### config.mk
export PLATFORM = sky130hd
export DESIGN_NAME = random_engine_arbiter
export DESIGN_NICKNAME = d
export VERILOG_FILES = /design/src/rtl/random_engine_arbiter.sv
export SDC_FILE = /design/constraint.sdc
export NUM_CORES = 1
export LEC_CHECK = 0
export CAP_MARGIN = 20
export CORE_MARGIN = 1
export CORE_UTILIZATION = 43
export DETAILED_ROUTE_END_ITERATION = 7
export GPL_TIMING_DRIVEN = 0
export PLACE_DENSITY = 0.78
export SLEW_MARGIN = 25
export SYNTH_ARGS = -nofsm -noshare
export SYNTH_HDL_FRONTEND = slang
export SYNTH_SLANG_ARGS = --single-unit
### constraint.sdc
create_clock -name clk -period 5.71 [get_ports clk]
set_input_delay 1.713 -clock clk [delete_from_list [all_inputs] [get_ports clk]]
set_output_delay 1.713 -clock clk [all_outputs]
set_load 0.02 [all_outputs]
### src/rtl/random_engine_arbiter.sv
// random_engine_arbiter: shares one RandomEngine between NREQ requesters.
// Requesters are granted round-robin. The engine is started with the winner's
// tap/seed, len+1 serial bits are collected into a word, and the word is
// returned on the winner's response channel.
//
// Handshakes: a request transfers on a cycle where req_val[i] && req_rdy[i].
// A response transfers on a cycle where resp_val[i] && resp_rdy[i]. A valid
// signal, once raised, holds its payload until that transfer. req_rdy is
// one-hot and only ever asserted in IDLE.
module random_engine_arbiter #(
    parameter int NREQ  = 4,
    parameter int WIDTH = 16
) (
    input  logic               clk,
    input  logic               rst,
    input  logic [NREQ-1:0]    req_val,
    output logic [NREQ-1:0]    req_rdy,
    input  logic [NREQ*8-1:0]  req_tap,
    input  logic [NREQ*8-1:0]  req_seed,
    input  logic [NREQ*4-1:0]  req_len,
    output logic [NREQ-1:0]    resp_val,
    input  logic [NREQ-1:0]    resp_rdy,
    output logic [WIDTH-1:0]   resp_data,
    output logic               eng_start,
    output logic               eng_stop,
    output logic [7:0]         eng_tap,
    output logic [7:0]         eng_seed,
    input  logic               eng_active,
    input  logic               eng_out
);

    localparam int PW = (NREQ > 1) ? $clog2(NREQ) : 1;
    localparam int CW = $clog2(WIDTH) + 1;

    typedef enum logic [2:0] {
        IDLE    = 3'd0,
        START   = 3'd1,
        COLLECT = 3'd2,
        DRAIN   = 3'd3,
        RESP    = 3'd4
    } state_t;

    state_t        state;
    logic [PW-1:0] rr_ptr;
    logic [PW-1:0] id_q;
    logic [7:0]    tap_q;
    logic [7:0]    seed_q;
    logic [3:0]    len_q;
    logic [CW-1:0] cnt;

    logic [NREQ-1:0] req_rot;
    logic            grant_any;
    logic [PW-1:0]   grant_off;
    logic [PW:0]     grant_sum;
    logic [PW-1:0]   grant_id;
    logic [7:0]      sel_tap;
    logic [7:0]      sel_seed;
    logic [3:0]      sel_len;
    logic            last_bit;

    // Round-robin search: rotate so rr_ptr sits at bit 0, take the lowest set bit.
    always_comb begin
        req_rot   = (req_val >> rr_ptr) | (req_val << (NREQ - int'(rr_ptr)));
        grant_any = |req_rot;
        grant_off = '0;
        for (int k = NREQ - 1; k >= 0; k--) begin
            if (req_rot[k]) grant_off = PW'(k);
        end
        grant_sum = {1'b0, rr_ptr} + {1'b0, grant_off};
        if (grant_sum >= (PW+1)'(NREQ)) grant_sum = grant_sum - (PW+1)'(NREQ);
        grant_id = grant_sum[PW-1:0];
    end

    // Select the granted requester's burst parameters.
    always_comb begin
        sel_tap  = '0;
        sel_seed = '0;
        sel_len  = '0;
        for (int i = 0; i < NREQ; i++) begin
            if (grant_id == PW'(i)) begin
                sel_tap  = req_tap[i*8 +: 8];
                sel_seed = req_seed[i*8 +: 8];
                sel_len  = req_len[i*4 +: 4];
            end
        end
    end

    // One-hot ready in IDLE only; held low while reset is asserted.
    always_comb begin
        req_rdy = '0;
        if (state == IDLE && grant_any && !rst) req_rdy[grant_id] = 1'b1;
    end

    // Response valid on the owner's channel while waiting for its ready.
    always_comb begin
        resp_val = '0;
        if (state == RESP) resp_val[id_q] = 1'b1;
    end

    assign last_bit  = (cnt == CW'(len_q));
    assign eng_start = (state == START);
    assign eng_stop  = (state == COLLECT) && eng_active && last_bit;
    assign eng_tap   = tap_q;
    assign eng_seed  = seed_q;

    // Burst sequencer: grant, start engine, collect bits, wait for engine idle, respond.
    always_ff @(posedge clk or posedge rst) begin
        if (rst) begin
            state     <= IDLE;
            rr_ptr    <= '0;
            id_q      <= '0;
            tap_q     <= '0;
            seed_q    <= '0;
            len_q     <= '0;
            cnt       <= '0;
            resp_data <= '0;
        end else begin
            case (state)
                IDLE: begin
                    if (grant_any) begin
                        tap_q     <= sel_tap;
                        seed_q    <= sel_seed;
                        len_q     <= sel_len;
                        id_q      <= grant_id;
                        cnt       <= '0;
                        resp_data <= '0;
                        state     <= START;
                    end
                end
                START: begin
                    state <= COLLECT;
                end
                COLLECT: begin
                    // Cycles before the engine reports active capture nothing.
                    if (eng_active) begin
                        for (int i = 0; i < WIDTH; i++) begin
                            if (cnt == CW'(i)) resp_data[i] <= eng_out;
                        end
                        cnt <= cnt + 1'b1;
                        if (last_bit) state <= DRAIN;
                    end
                end
                DRAIN: begin
                    if (!eng_active) state <= RESP;
                end
                RESP: begin
                    // Pointer moves past the completed requester, never on grant.
                    if (resp_rdy[id_q]) begin
                        rr_ptr <= (id_q == PW'(NREQ - 1)) ? '0 : id_q + 1'b1;
                        state  <= IDLE;
                    end
                end
                default: begin
                    state <= IDLE;
                end
            endcase
        end
    end

endmodule

# After elaboration in Yosys (flattened, before gate mapping)

Index checks and enable logic that the tools add are counted.

Register bits after elaboration: 48
Output and inout port bits: 42

Shifts and indexed selects: 2
Multiplexer cells: 54
$add $sub $neg: 5
Bitwise gates (word level): 1
Eq/ne operators: 45
Reductions and logical operators: 32
Magnitude comparators: 5

Operators by type and width:

| operator              | number |
|---|---|
| $mux W8               | 8 |
| $reduce_and A4 Y1     | 16 |
| $eq A5 B4 Y1 const B  | 8 |
| $ne A2 B1 Y1 const B  | 17 |
| $mux W16              | 2 |
| $pmux W16 S2          | 1 |
| $shl A4 B32 Y4        | 1 |
| $mux W4               | 6 |
| $eq A5 B3 Y1 const B  | 4 |
| $mux W1               | 19 |
| $mux W3               | 5 |
| $pmux W3 S5           | 1 |
| $mux W2               | 6 |
| $eq A5 B2 Y1 const B  | 2 |
| $mux W5               | 2 |
| $pmux W5 S2           | 1 |
| $ne A2 B2 Y1 const B  | 4 |
| $eq A2 B2 Y1 const B  | 3 |
| $eq A3 B2 Y1 const B  | 2 |
| $logic_and A1 B1 Y1   | 6 |
| $lt A2 B3 Y1 const B  | 2 |
| $add A5 B1 Y5 const B | 1 |
| $eq A5 B1 Y1 const B  | 1 |
| $eq A5 B4 Y1          | 1 |
| 22 further kinds      | 25 |

# Depth between registers and ports, before layout

Gate-level depths: netlist of the first run.

Word-level depth: 15
Gate-level depth with buffers: 18
Mapped depth without buffers: 15

# Worst setup path after synthesis of the first run

Ideal clock, no wire load.

Kind: input -> output
Start: input req_val[1]
End: output req_rdy[0]
Cell stages on the path: 11
Path buffers: 1
Required time: 3.997 ns
Arrival: 4.275 ns
Path slack: -0.278 ns
Cell sequence: and4bb_1 > a31oi_4 > o21ai_0 > a211oi_1 > a211oi_1 > ha_1 > xnor2_1 > nor4_1 > a211oi_1 > buf_2 > nor4_1

Word-level cells in the longest chain between the ends: 14
Elaborated cells between the ends (all ways): 20

Ends and longest elaborated chain:

| element                                                            | RTL line | source |
|---|---|---|
| start: declaration                                                 | 16       | `input logic [NREQ-1:0] req_val,` |
| $shl A4 B32 Y4 or $shr A4 B2 Y4 (tied branches)                    | 63       | `req_rot = (req_val >> rr_ptr) \| (req_val << (NREQ - int'(rr_ptr)));` |
| $or A4 B4 Y4 *                                                     | 63       |  |
| $mux W2 (4 in series)                                              | 67       | `if (req_rot[k]) grant_off = PW'(k);` |
| $add A2 B2 Y3                                                      | 69       | `grant_sum = {1'b0, rr_ptr} + {1'b0, grant_off};` |
| $ge A3 B3 Y1 or $sub A2 B1 Y2 (tied branches)                      | 70       | `if (grant_sum >= (PW+1)'(NREQ)) grant_sum = grant_sum - (PW+1)'(NREQ);` |
| $mux W2                                                            | 70       |  |
| $lt A2 B3 Y1 (not written as such) or $ge A2 B1 Y1 (tied branches) | 91       | `if (state == IDLE && grant_any && !rst) req_rdy[grant_id] = 1'b1;` |
| $logic_and A1 B1 Y1 (not written as such)                          | 91       |  |
| $mux W1 (not written as such)                                      | 91       |  |
| $demux W1 S2                                                       | 91       |  |
| $mux W4 *                                                          | 91       |  |
| end: declaration                                                   | 17       | `output logic [NREQ-1:0] req_rdy,` |

Every way passes the cells marked *; elsewhere a longest branch is shown, timed or not.

# Worst setup path in the final report of the first run

Start: input req_val[1]
End: output req_rdy[2]

The elaborated chain is that of the path after synthesis.

==> results of run 1 <==
[timing repair]
item                                   4_1_cts  5_1_grt
pin swaps                                   16        2
gates resized for setup                     60       11
setup endpoints to repair                    4        4
setup buffers                               18        1
endpoints found under the hold margin        0        0
[Yosys cell counts, drive strengths merged, types with 7 or more instances]
| library cell | n |
|---|---|
| nand2 | 53 |
| dfrtp | 48 |
| nor2 | 47 |
| o21ai | 41 |
| a21oi | 35 |
| nor3 | 30 |
| clkbuf | 23 |
| buf | 21 |
| mux2i | 20 |
| and3 | 19 |
| nand3 | 19 |
| inv | 16 |
| a211oi | 15 |
| a31oi | 14 |
| o41ai | 13 |
| a2111oi | 12 |
| a22o | 11 |
| ha | 11 |
| xor2 | 7 |
[worst min-delay path, stage by stage, from the launching register on]
cell and delay [ns]:
dfrtp_1 0.36, nand2_1 0.06, o41ai_2 0.05
[power by group]
part / leakage [nW] / total, mW / internal (mW) / switching [mW]
registers: 0.619 / 0.553 / 0.452 / 0.101
logic: 1.81 / 2.92 / 1.14 / 1.78
clock network: 0.0614 / 0.271 / 0.143 / 0.128
total: 2.49 / 3.75 / 1.74 / 2.01
[area by class of cell]
class | instances | area [um2]
buffer | 42 | 229.0
sequential | 48 | 1201
timing repair buffer | 152 | 1491
inverter | 16 | 60.06
clock inverter | 2 | 38.79
clock buffer | 6 | 82.58
fill | 796 | 3231
tap | 129 | 161.4
multi-input combinational | 400 | 2789
[layout by cell type, fill, tap and decap left out, types with 13 or more instances in the layout]
| cell | netlist | routed |
|---|---|---|
| clkdlybuf4s50_1 | 0 | 124 |
| nand2_1 | 51 | 51 |
| dfrtp_1 | 48 | 48 |
| nor2_1 | 45 | 45 |
| o21ai_0 | 38 | 37 |
| a21oi_1 | 33 | 33 |
| nor3_1 | 27 | 27 |
| clkbuf_1 | 23 | 21 |
| buf_4 | 1 | 21 |
| nand3_1 | 19 | 19 |
| mux2i_1 | 20 | 18 |
| and3_1 | 19 | 18 |
| inv_1 | 16 | 14 |
| buf_6 | 7 | 13 |
[stage by stage]
step	instances	setup TNS (ns)	total power, mW	cell area, um2	hold slack, ns
after floorplan	508	-0.07814	2.378	4163	0.4628
after detailed placement	770	-5.628	3.138	5673	0.4664
after global placement	769	-5.308	3.076	5645	0.4625
after CTS	795	0	3.600	6002	0.4942
after global routing	795	-0.05977	3.953	6053	0.5049
final	795	0	3.746	6053	0.4897
[routing by layer]
layer	GRT usage (%)	vias to the layer above	share of wire, %	routed length (um)
li1	-	2207	-	-
met1	37.20	2243	40	6047
met2	49.76	320	48	7186
met3	3.969	48	8.3	1249
met4	13.04	0	3.4	511
met5	0	-	0	0
[state kept, by name, indices dropped and copies added (netlist names)]
register	flops
id_q	2
resp_data	16
state	3
eng_tap	8
eng_seed	8
rr_ptr	2
len_q	4
cnt	5
[final timing paths]
| path | depth (start not counted) | startpoint | endpoint |
|---|---|---|---|
| worst max-delay path | 14 | req_val[1] | req_rdy[2] |
| worst min-delay path | 2 | eng_tap[2]$_DFFE_PP0P_ | eng_tap[2]$_DFFE_PP0P_ |
| worst max register to register | 19 | rr_ptr[1]$_DFFE_PP0P_ | eng_seed[4]$_DFFE_PP0P_ |
| worst min register to register | 2 | eng_tap[2]$_DFFE_PP0P_ | eng_tap[2]$_DFFE_PP0P_ |
| max in group asynchronous | 3 | rst | resp_data[3]$_DFFE_PP0P_ |
| min in group asynchronous | 2 | rst | eng_tap[0]$_DFFE_PP0P_ |
[kinds of logic (layout without fill, tap and decap cells)]
kind of cell,count (synthesis),after routing,synth area share (%)
simple gates,191,191,22.78
compound gates,166,166,29.61
buf+inv,60,218,7.169
flops,48,48,29.04
mux,24,24,6.201
fa+ha+maj,11,11,3.327
xor+xnor,8,8,1.876
==> flow_summary_export.csv, run 1 <==
group,metric,value,unit
outcome,status,"finished, final reports clean",
sta,finalSetupViolCount,0,
clock_tree,clk_path_buf_depth,2,
flow_run,maxCapViolCount,0,
sta,min_period,5.705,ns
sta,fmax,175.3,MHz
sta,rsz0062_at_grt,"true",
critical_path,r2r_slack,1.45,ns
critical_path,critPathMaxStageDelay,0.24,ns
synthesis,ys_ff_latch,48,
global_routing,grt_max_degree,27,
global_routing,grt_pass1_wl,23030,um
critical_path,cp_num_buf_inv,4,
placement,portBuffers,132,
drt,first_iter_violations,406,
die,core-area,9284,um2
drt,remaining_drc_errors,0,
layout,antenna_cells,0,
placement,dpl_worst_slack,-1.492,ns
drt,viasPerCell,6.060,
die,initial_utilization,44.56,%
critical_path,critPathKind,"input pin to output port",
synthesis,synth_top_area_share,29.04,%
drt,wl_per_cell,18.86,um
synthesis,async_flop_share,100.0,%
drt,ant_nets,0,
synthesis,synth_top_flop_cell,"dfrtp_1",
critical_path,crit_family,"compound AO/OA/AOI/OAI gates",
sta,clock_skew,0.007127,ns
sta,worst_pin_slew,0.7461,ns
synthesis,ys_seq_area_share,29.04,%
drt,drt-pass1-iter-count,6,
global_routing,grt_pass1_vias,4629,
critical_path,cp.required,4.00,ns
clock_tree,holdBufCountCts,0,
layout,final_nets,768,
clock_tree,clkSinkCount,48,
die,pin_count,134,
clock_tree,insertion_delay,0.31,ns
sta,hold_violations,0,
layout,syn_to_final_growth,46.34,%
placement,hpwl,10690,um
synthesis,synth-edff-count,0,
synthesis,synthTopCellsByArea,"dfrtp_1, mux2i_1, nand2_1",
critical_path,crit_chain,"buf_6, and4bb_1, a31oi_4, o21ai_2, a211oi_2, a211oi_2, ha_2, buf_6, xor2_4, a31oi_4, a211oi_2, buf_6, and4_4, buf_6",
clock_tree,ctsHtreeMaxLevel,2,
clock_tree,cts_root_buf,"clkbuf_8",
drt,vias,4818,
synthesis,yosys.cell_types.count,63,
placement,globalplace.congestion,0.9102,
pwr,power_density,618.8,nW/um2
die,num_rows,35,
sta,final_max_slew_viol_count,0,
sta,fin_ws,0.004827,ns
global_routing,antenna_found_initial,0,
drt,wl,15000,um
critical_path,cp_slowest_cell,"a211oi_2",
synthesis,netlist_area,4136,um2
pwr,power_leakage,2.492,nW
critical_path,crit_path_frequent_cell,"buf_6",
sta,max_slew_margin,49.87,%
synthesis,syn_avg_cell_area,8.143,um2
sta,period_share,99.92,%
min_path,hp-class,"flop to flop",
critical_path,end_kind,"output port",
global_routing,grt_use_total,29.28,%
critical_path,path_max_fanout,5,
die,die_w,100.1,um
synthesis,synthesis.nets,611,
pwr,vdd_drop_max,448.0,uV
layout,drive_gt1_share,15.62,%
critical_path,arrival,3.99,ns
synthesis,syn_inst,508,
synthesis,ys_warn_count,0,
die,die-area,10020,um2
clock_tree,cts_tree,"yes",
clock_tree,path_clk_slew,0.10,ns
die,die_h,100.1,um
critical_path,startpoint_type,"input pin",
global_routing,gr-total-overflow,0,
layout,final_util,65.20,%
synthesis,synth_top_cell_by_area,"dfrtp_1",
clock_tree,cts_buffers,5,
(Power assumes the default switching activity.)
==> run 2: changes to the inputs <==
- CORE_MARGIN: 1 -> 3
==> flow_summary_export.csv, run 2 (same netlist as run 1, synthesis figures left out) <==
group,metric,value,unit
sta,worst_pin_slew,0.9165,ns
pwr,finalPower,3.746,mW
layout,largest_reg_flops,16,
min_path,whs_endpoint,"resp_data[13]$_DFFE_PP0P_",
placement,globalplace.congestion,0.8999,
placement,portBuffers,132,
layout,final_nets,767,
die,die_w,104.1,um
outcome,status,"finished with violations",
clock_tree,cts_root_buf,"clkbuf_8",
critical_path,crit_family,"compound AO/OA/AOI/OAI gates",
critical_path,critPathMaxStageDelay,0.33,ns
pwr,vdd_drop_max,425.0,uV
global_routing,antenna_found_initial,0,
die,die_h,104.1,um
placement,hpwl,10670,um
critical_path,startpoint_type,"input pin",
clock_tree,cts_buffers,5,
die,num_rows,35,
critical_path,cp_num_buf_inv,3,
layout,top_register,"resp_data",
clock_tree,clkSinkCount,48,
clock_tree,insertion_delay,0.31,ns
drt,drt-pass1-iter-count,6,
layout,stdcell_count,794,
global_routing,gr-total-overflow,0,
clock_tree,path_clk_slew,0.09,ns
global_routing,grt_pass1_vias,4779,
clock_tree,clk_path_buf_depth,2,
critical_path,end_kind,"output port",
critical_path,r2r_cells,19,
layout,multi_input_area,2791,um2
drt,wl_per_cell,18.78,um
placement,placed_area,5648,um2
outcome,violations,"negative setup slack",
layout,drive_gt1_share,15.04,%
clock_tree,holdBufCountCts,0,
drt,ant_nets,0,
sta,min_period,5.793,ns
layout,syn_to_final_growth,45.58,%
min_path,whs_path_depth,1,
drt,remaining_drc_errors,0,
placement,dp_cells,769,
critical_path,cp_slowest_cell,"nor4_4",
critical_path,crit_path_frequent_cell,"a211oi_2",
layout,final_common_cell,"clkdlybuf4s50_1",
layout,nFillCells,786,
sta,finalSetupViolCount,4,
pwr,power_leakage,2.467,nW
layout,final_cell_mix,"clkdlybuf4s50_1, nand2_1, dfrtp_1, nor2_1, o21ai_0",
sta,fin_setup_tns,-0.2056,ns
drt,viasPerCell,6.159,
clock_tree,cts_tree,"yes",
sta,period_share,101.4,%
die,die-area,10830,um2
critical_path,path_max_fanout,5,
layout,antenna_cells,0,
drt,wl,14910,um
sta,final_max_slew_viol_count,0,
critical_path,cp.required,4.00,ns
die,core-area,9284,um2
layout,final_util,64.87,%
critical_path,r2r_slack,1.35,ns
drt,vias,4890,
die,initial_utilization,44.56,%
critical_path,crit_chain,"buf_8, and4bb_1, a31oi_4, o21ai_2, a211oi_2, a211oi_2, ha_4, xnor2_4, nor4_4, a211oi_2, buf_6, nor4_4, buf_4",
sta,rsz0062_at_grt,"true",
layout,final_area,6022,um2
global_routing,grt_use_total,26.31,%
pwr,power_density,622.1,nW/um2
sta,fmax,172.6,MHz
layout,seq_area,1201,um2
die,pin_count,134,
critical_path,critPathKind,"input pin to output port",
global_routing,grt_pass1_wl,23580,um
critical_path,rr_endpoint,"eng_seed[5]$_DFFE_PP0P_",
sta,hold_violations,0,
sta,max_slew_margin,38.90,%
flow_run,maxCapViolCount,0,
sta,fin_ws,-0.08253,ns
global_routing,grt_max_degree,50,
critical_path,arrival,4.08,ns
critical_path,r2r_start,"rr_ptr[1]$_DFFE_PP0P_",
min_path,worstHoldStart,"resp_data[13]$_DFFE_PP0P_",
drt,first_iter_violations,433,
clock_tree,ctsHtreeMaxLevel,2,
min_path,hp-class,"flop to flop",
sta,clock_skew,0.009075,ns
## run 2: cell types whose count changed in the layout (fill, tap and decap cells not counted), sizes merged
cell      change
buf           -1
inv           -1
clkinvlp      +1
## run 2: repair_timing
| item | in CTS | in global routing |
|---|---|---|
| buffers inserted | 15 | 5 |
| pin swaps | 14 | 12 |
| gates resized for setup | 55 | 15 |
| endpoints found under the setup margin | 4 | 4 |
## run 2: worst max-delay path by stage
stage	from	cells past startpoint	slack (ns)	to
after floorplan	req_val[1]	11	-0.04	req_rdy[0]
after global routing	req_val[1]	13	-0.22	req_rdy[1]
after global placement	req_val[1]	13	-1.46	req_rdy[2]
after detailed placement	req_val[1]	13	-1.52	req_rdy[2]
final	req_val[1]	13	-0.08	req_rdy[1]
after CTS	req_val[0]	13	-0.07	req_rdy[3]
## run 2: final cells by class
| cell class | count | area share [%] |
|---|---|---|
| Tap cell | 129 | 2.680 |
| Timing Repair Buffer | 152 | 24.43 |
| Inverter | 16 | 1.101 |
| Clock inverter | 2 | 0.5818 |
| Buffer | 41 | 3.698 |
| Sequential cell | 48 | 19.95 |
| Multi-Input combinational cell | 400 | 46.35 |
| Clock buffer | 6 | 1.205 |
## run 2: power breakdown
| group | switching [mW] | internal, mW | total, mW |
|---|---|---|---|
| Clock | 0.120 | 0.130 | 0.250 |
| Combinational | 1.77 | 1.17 | 2.94 |
| Sequential | 0.105 | 0.452 | 0.557 |
## run 2: worst reg2reg max path, cell delays in order (launching register included)
cell      delay (ns)
dfrtp_1         0.52
buf_6           0.21
inv_1           0.07
ha_1            0.49
mux2i_4         0.33
nor2_4          0.07
nand2_1         0.10
o21ai_2         0.07
a211oi_2        0.26
a211oi_2        0.10
ha_4            0.21
xor2_4          0.16
buf_4           0.13
buf_4           0.16
clkbuf_1        0.27
nor2_1          0.61
nand2_1         0.12
nor3_1          0.17
a31oi_1         0.08
a31oi_1         0.16
## run 2: through the flow
stage | setup slack (ns) | hold slack, ns
2_1_floorplan | -0.03907 | 0.4628
3_3_place_gp | -1.456 | 0.4632
3_5_place_dp | -1.525 | 0.4616
4_1_cts | -0.06998 | 0.4871
5_1_grt | -0.2207 | 0.5209
6_report | -0.08253 | 0.4820
## run 2: routing by layer
metal	vias to the layer above	global-route usage [%]	part of all wire (%)
met1	2290	33.92	38
met3	54	5.525	11
met5	-	0	0
met4	0	10.64	3.0
li1	2207	-	-
met2	339	43.04	48
==> edit 1: new RTL, settings of run 1 <==
Set the parameter `NREQ` to 2 (it was 4).
--- a/src/rtl/random_engine_arbiter.sv
+++ b/src/rtl/random_engine_arbiter.sv
@@ -8,7 +8,7 @@
 // signal, once raised, holds its payload until that transfer. req_rdy is
 // one-hot and only ever asserted in IDLE.
 module random_engine_arbiter #(
-    parameter int NREQ  = 4,
+    parameter int NREQ  = 2,
     parameter int WIDTH = 16
 ) (
     input  logic               clk,
Interface: changed (7 resized); port bits go from 134 to 86. The function was not compared with the original's and may differ.
==> edit 1 against run 1 <==
Die area decreased by 41%; worst hold slack improved by 15 ps; non-clock buffer count decreased by 92; cell area decreased by 43%; sequential cell count decreased by 2; power decreased by 60%; sequential power decreased by 9.0%; synthesized area decreased by 42%; wire length decreased by 60%; setup slack improved by 540 ps; critical endpoint is now eng_stop; largest power group unchanged.
==> edit 1: results <==
synth:
  ys_top_cells_by_area: "dfrtp_1, nand2_1, a31oi_1"
  avgSynthCellArea_um2: 8.69
  synth_nets: 329
  synth_seq_area_share_pct: 48.0
global_routing:
  first_global_vias: 2252
  grt_use_total_pct: 22.1
  grt_max_degree: 30
setup_path:
  r2r-end: "resp_data[15]"
  reg2reg_from: "cnt[3]"
  ff2ff_path_depth: 5
  cpLargestDelayFamily: "buffers and inverters"
  crit_slowest_cell: "clkdlybuf4s50_1"
power_and_ir_drop:
  p_leak_nw: 1.46
  internal_power_w: 0.000872
  clockPowerShare_pct: 13.5
  irDropWorstVdd_v: 0.000236
sta:
  fin_skew_ps: 8.83
  slew_headroom_pct: 69.7
min_path:
  hold_path_startpoint: "resp_data[0]"
  min_to: "resp_data[0]"
clocking:
  clkSlewWorstSetupHoldPaths_ps: 80
  cts_resized: 0
place:
  place_inst: 432
  place_ws_ps: 545
route:
  initialDrtViolationCount: 166
  drtPass1Iterations: 4
  viasPerCell: 5.12
layout:
  fillers: 456
  drive_gt1_share_pct: 7.84
run_status:
  status: "complete, no violations"
[edit 1: changes by cell type in the layout (fill, tap and decap cells not counted), moves of 14 or more]
cell             before  now
nand3_1              19    1
a21oi_1              33   15
nor3_1               27    6
and3_1               18    3
buf_4                21    0
clkdlybuf4s50_1     124   85
clkbuf_1             21    6
mux2i_1              18    0
nor2_1               45   30
a31oi_1              12   26
[edit 1: stage by stage]
stage / total power [W] / instance area, um2
6_report: 0.00149 / 3450
3_3_place_gp: 0.00128 / 3340
2_1_floorplan: 0.00100 / 2400
5_1_grt: 0.00160 / 3450
4_1_cts: 0.00150 / 3450
3_5_place_dp: 0.00130 / 3360
[edit 1: cell families (layout without fill, tap and decap cells)]
| family | after synthesis | in the layout | synth area share (%) |
|---|---|---|---|
| and+or+nand+nor | 115 | 115 | 22.2 |
| AOI/OAI and AO/OA | 81 | 81 | 19.8 |
| DFF | 46 | 46 | 48.0 |
| buffers and inverters | 22 | 116 | 4.75 |
| xor gates and xnor gates | 6 | 6 | 2.19 |
| adders and majority gates | 5 | 5 | 2.61 |
| muxes | 1 | 1 | 0.469 |
[edit 1: area by class of cell]
type | instances | area share (%)
Sequential cell | 46 | 33.4
Inverter | 6 | 0.653
Buffer | 16 | 2.65
Clock buffer | 5 | 2.00
Tap cell | 70 | 2.54
Timing Repair Buffer | 86 | 25.3
Clock inverter | 3 | 0.617
Multi-Input combinational cell | 208 | 32.9
[edit 1: worst max-delay path by stage]
stage,start,endpoint,cells past startpoint
after floorplan,req_val[1],req_rdy[0],3
after global placement,eng_active,eng_stop,4
after detailed placement,eng_active,eng_stop,4
after CTS,eng_active,eng_stop,4
after global routing,eng_active,eng_stop,4
final,eng_active,eng_stop,4
[edit 1: power by group through the flow]
stage | Sequential [W] | Combinational, W | Clock [W]
2_1_floorplan | 0.000579 | 0.000423 | 0
3_3_place_gp | 0.000504 | 0.000774 | 0
3_5_place_dp | 0.000509 | 0.000787 | 0
4_1_cts | 0.000504 | 0.000791 | 0.000208
5_1_grt | 0.000516 | 0.000866 | 0.000220
6_report | 0.000503 | 0.000788 | 0.000202
[edit 1: routing by layer]
layer / vias up / share of wire [%] / track usage, % / routed length, um
met1: 1029 / 44 / 28.7 / 2630
li1: 1142 / - / - / -
met3: 5 / 7.6 / 7.38 / 457
met5: - / 0 / 0 / 0
met4: 0 / 1.0 / 6.73 / 60
met2: 77 / 47 / 34.8 / 2840
[edit 1: tightest hold or removal path: stages, from the launching register on]
cell	delay, ps
dfrtp_1	350
o21ai_1	60
o31ai_1	60
==> edit 2: new RTL, settings of run 1 <==
Made on the original files. Make the reset (`rst`) synchronous in one clocked block.
--- a/src/rtl/random_engine_arbiter.sv
+++ b/src/rtl/random_engine_arbiter.sv
@@ -104,7 +104,7 @@
     assign eng_seed  = seed_q;
 
     // Burst sequencer: grant, start engine, collect bits, wait for engine idle, respond.
-    always_ff @(posedge clk or posedge rst) begin
+    always_ff @(posedge clk) begin
         if (rst) begin
             state     <= IDLE;
             rr_ptr    <= '0;
Function: differs if rst is asserted again (counterexample within 4 cycles, from zero or initial values and one cycle with rst high); with rst held inactive, the same outputs for 10 cycles.
==> edit 2 against run 1 <==
Synthesized cell count shrank 2.0%; die area shrank 9.8%; setup slack gained 63 ps; count of clock-buffer cells in the layout is the same; cell area shrank 7.4%; fmax grew 1.1%; critical path depth shrank 5; wire length shrank 11%; first-iteration DRC count shrank 33%; sequential cell count is the same; synthesized area shrank 10%; highest routed layer unchanged.
Power is not compared: it rests on default switching activity, and its combinational part moved more than twofold at a synthesized area within 25%.
==> edit 2: results <==
global_routing:
  grt_use_total_pct: 29.7
  grt_max_degree: 16
  grt.overflow.total: 0
  first_global_vias: 4349
  grt_pass1_wl_um: 21200
run_status:
  status: "complete, no violations"
clocking:
  clockBufferDepth: 2
  clkSlewWorstSetupHoldPaths_ps: 100
  clock_latency_ps: 320
  cts.root.buffer_cell: "clkbuf_8"
route:
  vias: 4633
  wl_um: 13400
  drtPass1Iterations: 5
  initialDrtViolationCount: 273
layout:
  final_cell_count_no_fill: 759
  drive_gt1_share_pct: 13.6
  fillers: 707
  largest_reg_flops: 16
place:
  place_ws_ps: -1600
  io_buffers: 132
  place_inst: 735
  gp_congestion: 0.895
  dp_hpwl_um: 9820
power_and_ir_drop:
  internal_power_w: 0.000797
synth:
  synthArstFlopShare_pct: 0
  yosysWarnings: 0
  synth_seq_area_share_pct: 25.8
  syn-instance-count: 498
  synth_nets: 601
  ys_top_cells_by_area: "dfxtp_1, a21oi_1, nand2_1"
  synthDistinctLibCells: 67
  synthTopCellsByCount: "a21oi_1, dfxtp_1, nand2_1"
min_path:
  hp-class: "reg -> reg"
setup_path:
  worstPathArrival_ps: 3930
  crit_path_max_incr_delay_ps: 480
  crit_slowest_cell: "a2111oi_4"
sta:
  fin_skew_ps: 5.56
  slew_headroom_pct: 45.1
[edit 2: metrics by stage]
stage               utilization [%]  cell area (um2)
floorplan                         -             3740
CTS                            66.2             5490
detailed placement             62.6             5190
global route                   67.6             5610
finish                         67.6             5610
global placement               62.6             5190
[edit 2: path summary, 6_finish.rpt]
kind | startpoint | endpoint | slack, ps | cells after the start
min reg2reg | eng_tap[1] | eng_tap[1] | 460 | 2
min | eng_tap[1] | eng_tap[1] | 460 | 2
max reg2reg | rr_ptr[1] | eng_tap[6] | 1280 | 19
max | req_val[0] | req_rdy[3] | 70 | 9
[edit 2: cell type report]
class                   instances  area (um2)  share of cell area, %
multi-input cells             394        2670                   47.7
repair buffers                150        1460                   26.0
flip-flops and latches         48         962                   17.2
plain buffers                  42         218                   3.88
well taps                     105         131                   2.34
clock buffers                   6        82.6                   1.47
inverters                      12        45.0                  0.803
clock inverters                 2        38.8                  0.692
[edit 2: cells by family (layout without fill, tap and decap cells)]
kind of cell             after synthesis  in the layout  synth area share, %
AND/OR/NAND/NOR                      188            188                 26.5
AO/OA/AOI/OAI                        172            172                 30.5
buffers and inverters                 56            212                 6.45
flip-flops                            48             48                 25.8
multiplexers                          15             15                 4.47
adder cells (fa/ha/maj)               11             11                 3.70
XOR/XNOR                               8              8                 2.49
[edit 2: power by group through the flow]
stage / Clock (W) / Combinational (W) / Sequential (W)
detailed placement: 0 / 0.000592 / 0.000430
CTS: 0.000272 / 0.000603 / 0.000423
global placement: 0 / 0.000583 / 0.000429
global route: 0.000287 / 0.000669 / 0.000429
finish: 0.000273 / 0.000621 / 0.000424
floorplan: 0 / 0.000313 / 0.000460
[edit 2: critical path, delay by kind of cell]
family / cells / cell delay (ps)
compound gates: 4 / 910
fa+ha+maj: 1 / 210
xor+xnor: 1 / 230
simple gates: 1 / 410
buf+inv: 2 / 450
[edit 2: what timing repair did]
action                     in CTS  in global routing
pin swaps                       8                  9
setup endpoints to repair       4                  4
setup buffers                   7                 11
resized for setup              52                 17
hold buffers                    0                  0
[edit 2: routing by layer]
layer / share of wire, % / vias up / track usage, %
met5: 0 / - / 0
met4: 2.1 / 0 / 10.5
met3: 8.1 / 24 / 5.58
met2: 48 / 269 / 50.8
met1: 41 / 2173 / 37.2
li1: - / 2167 / -
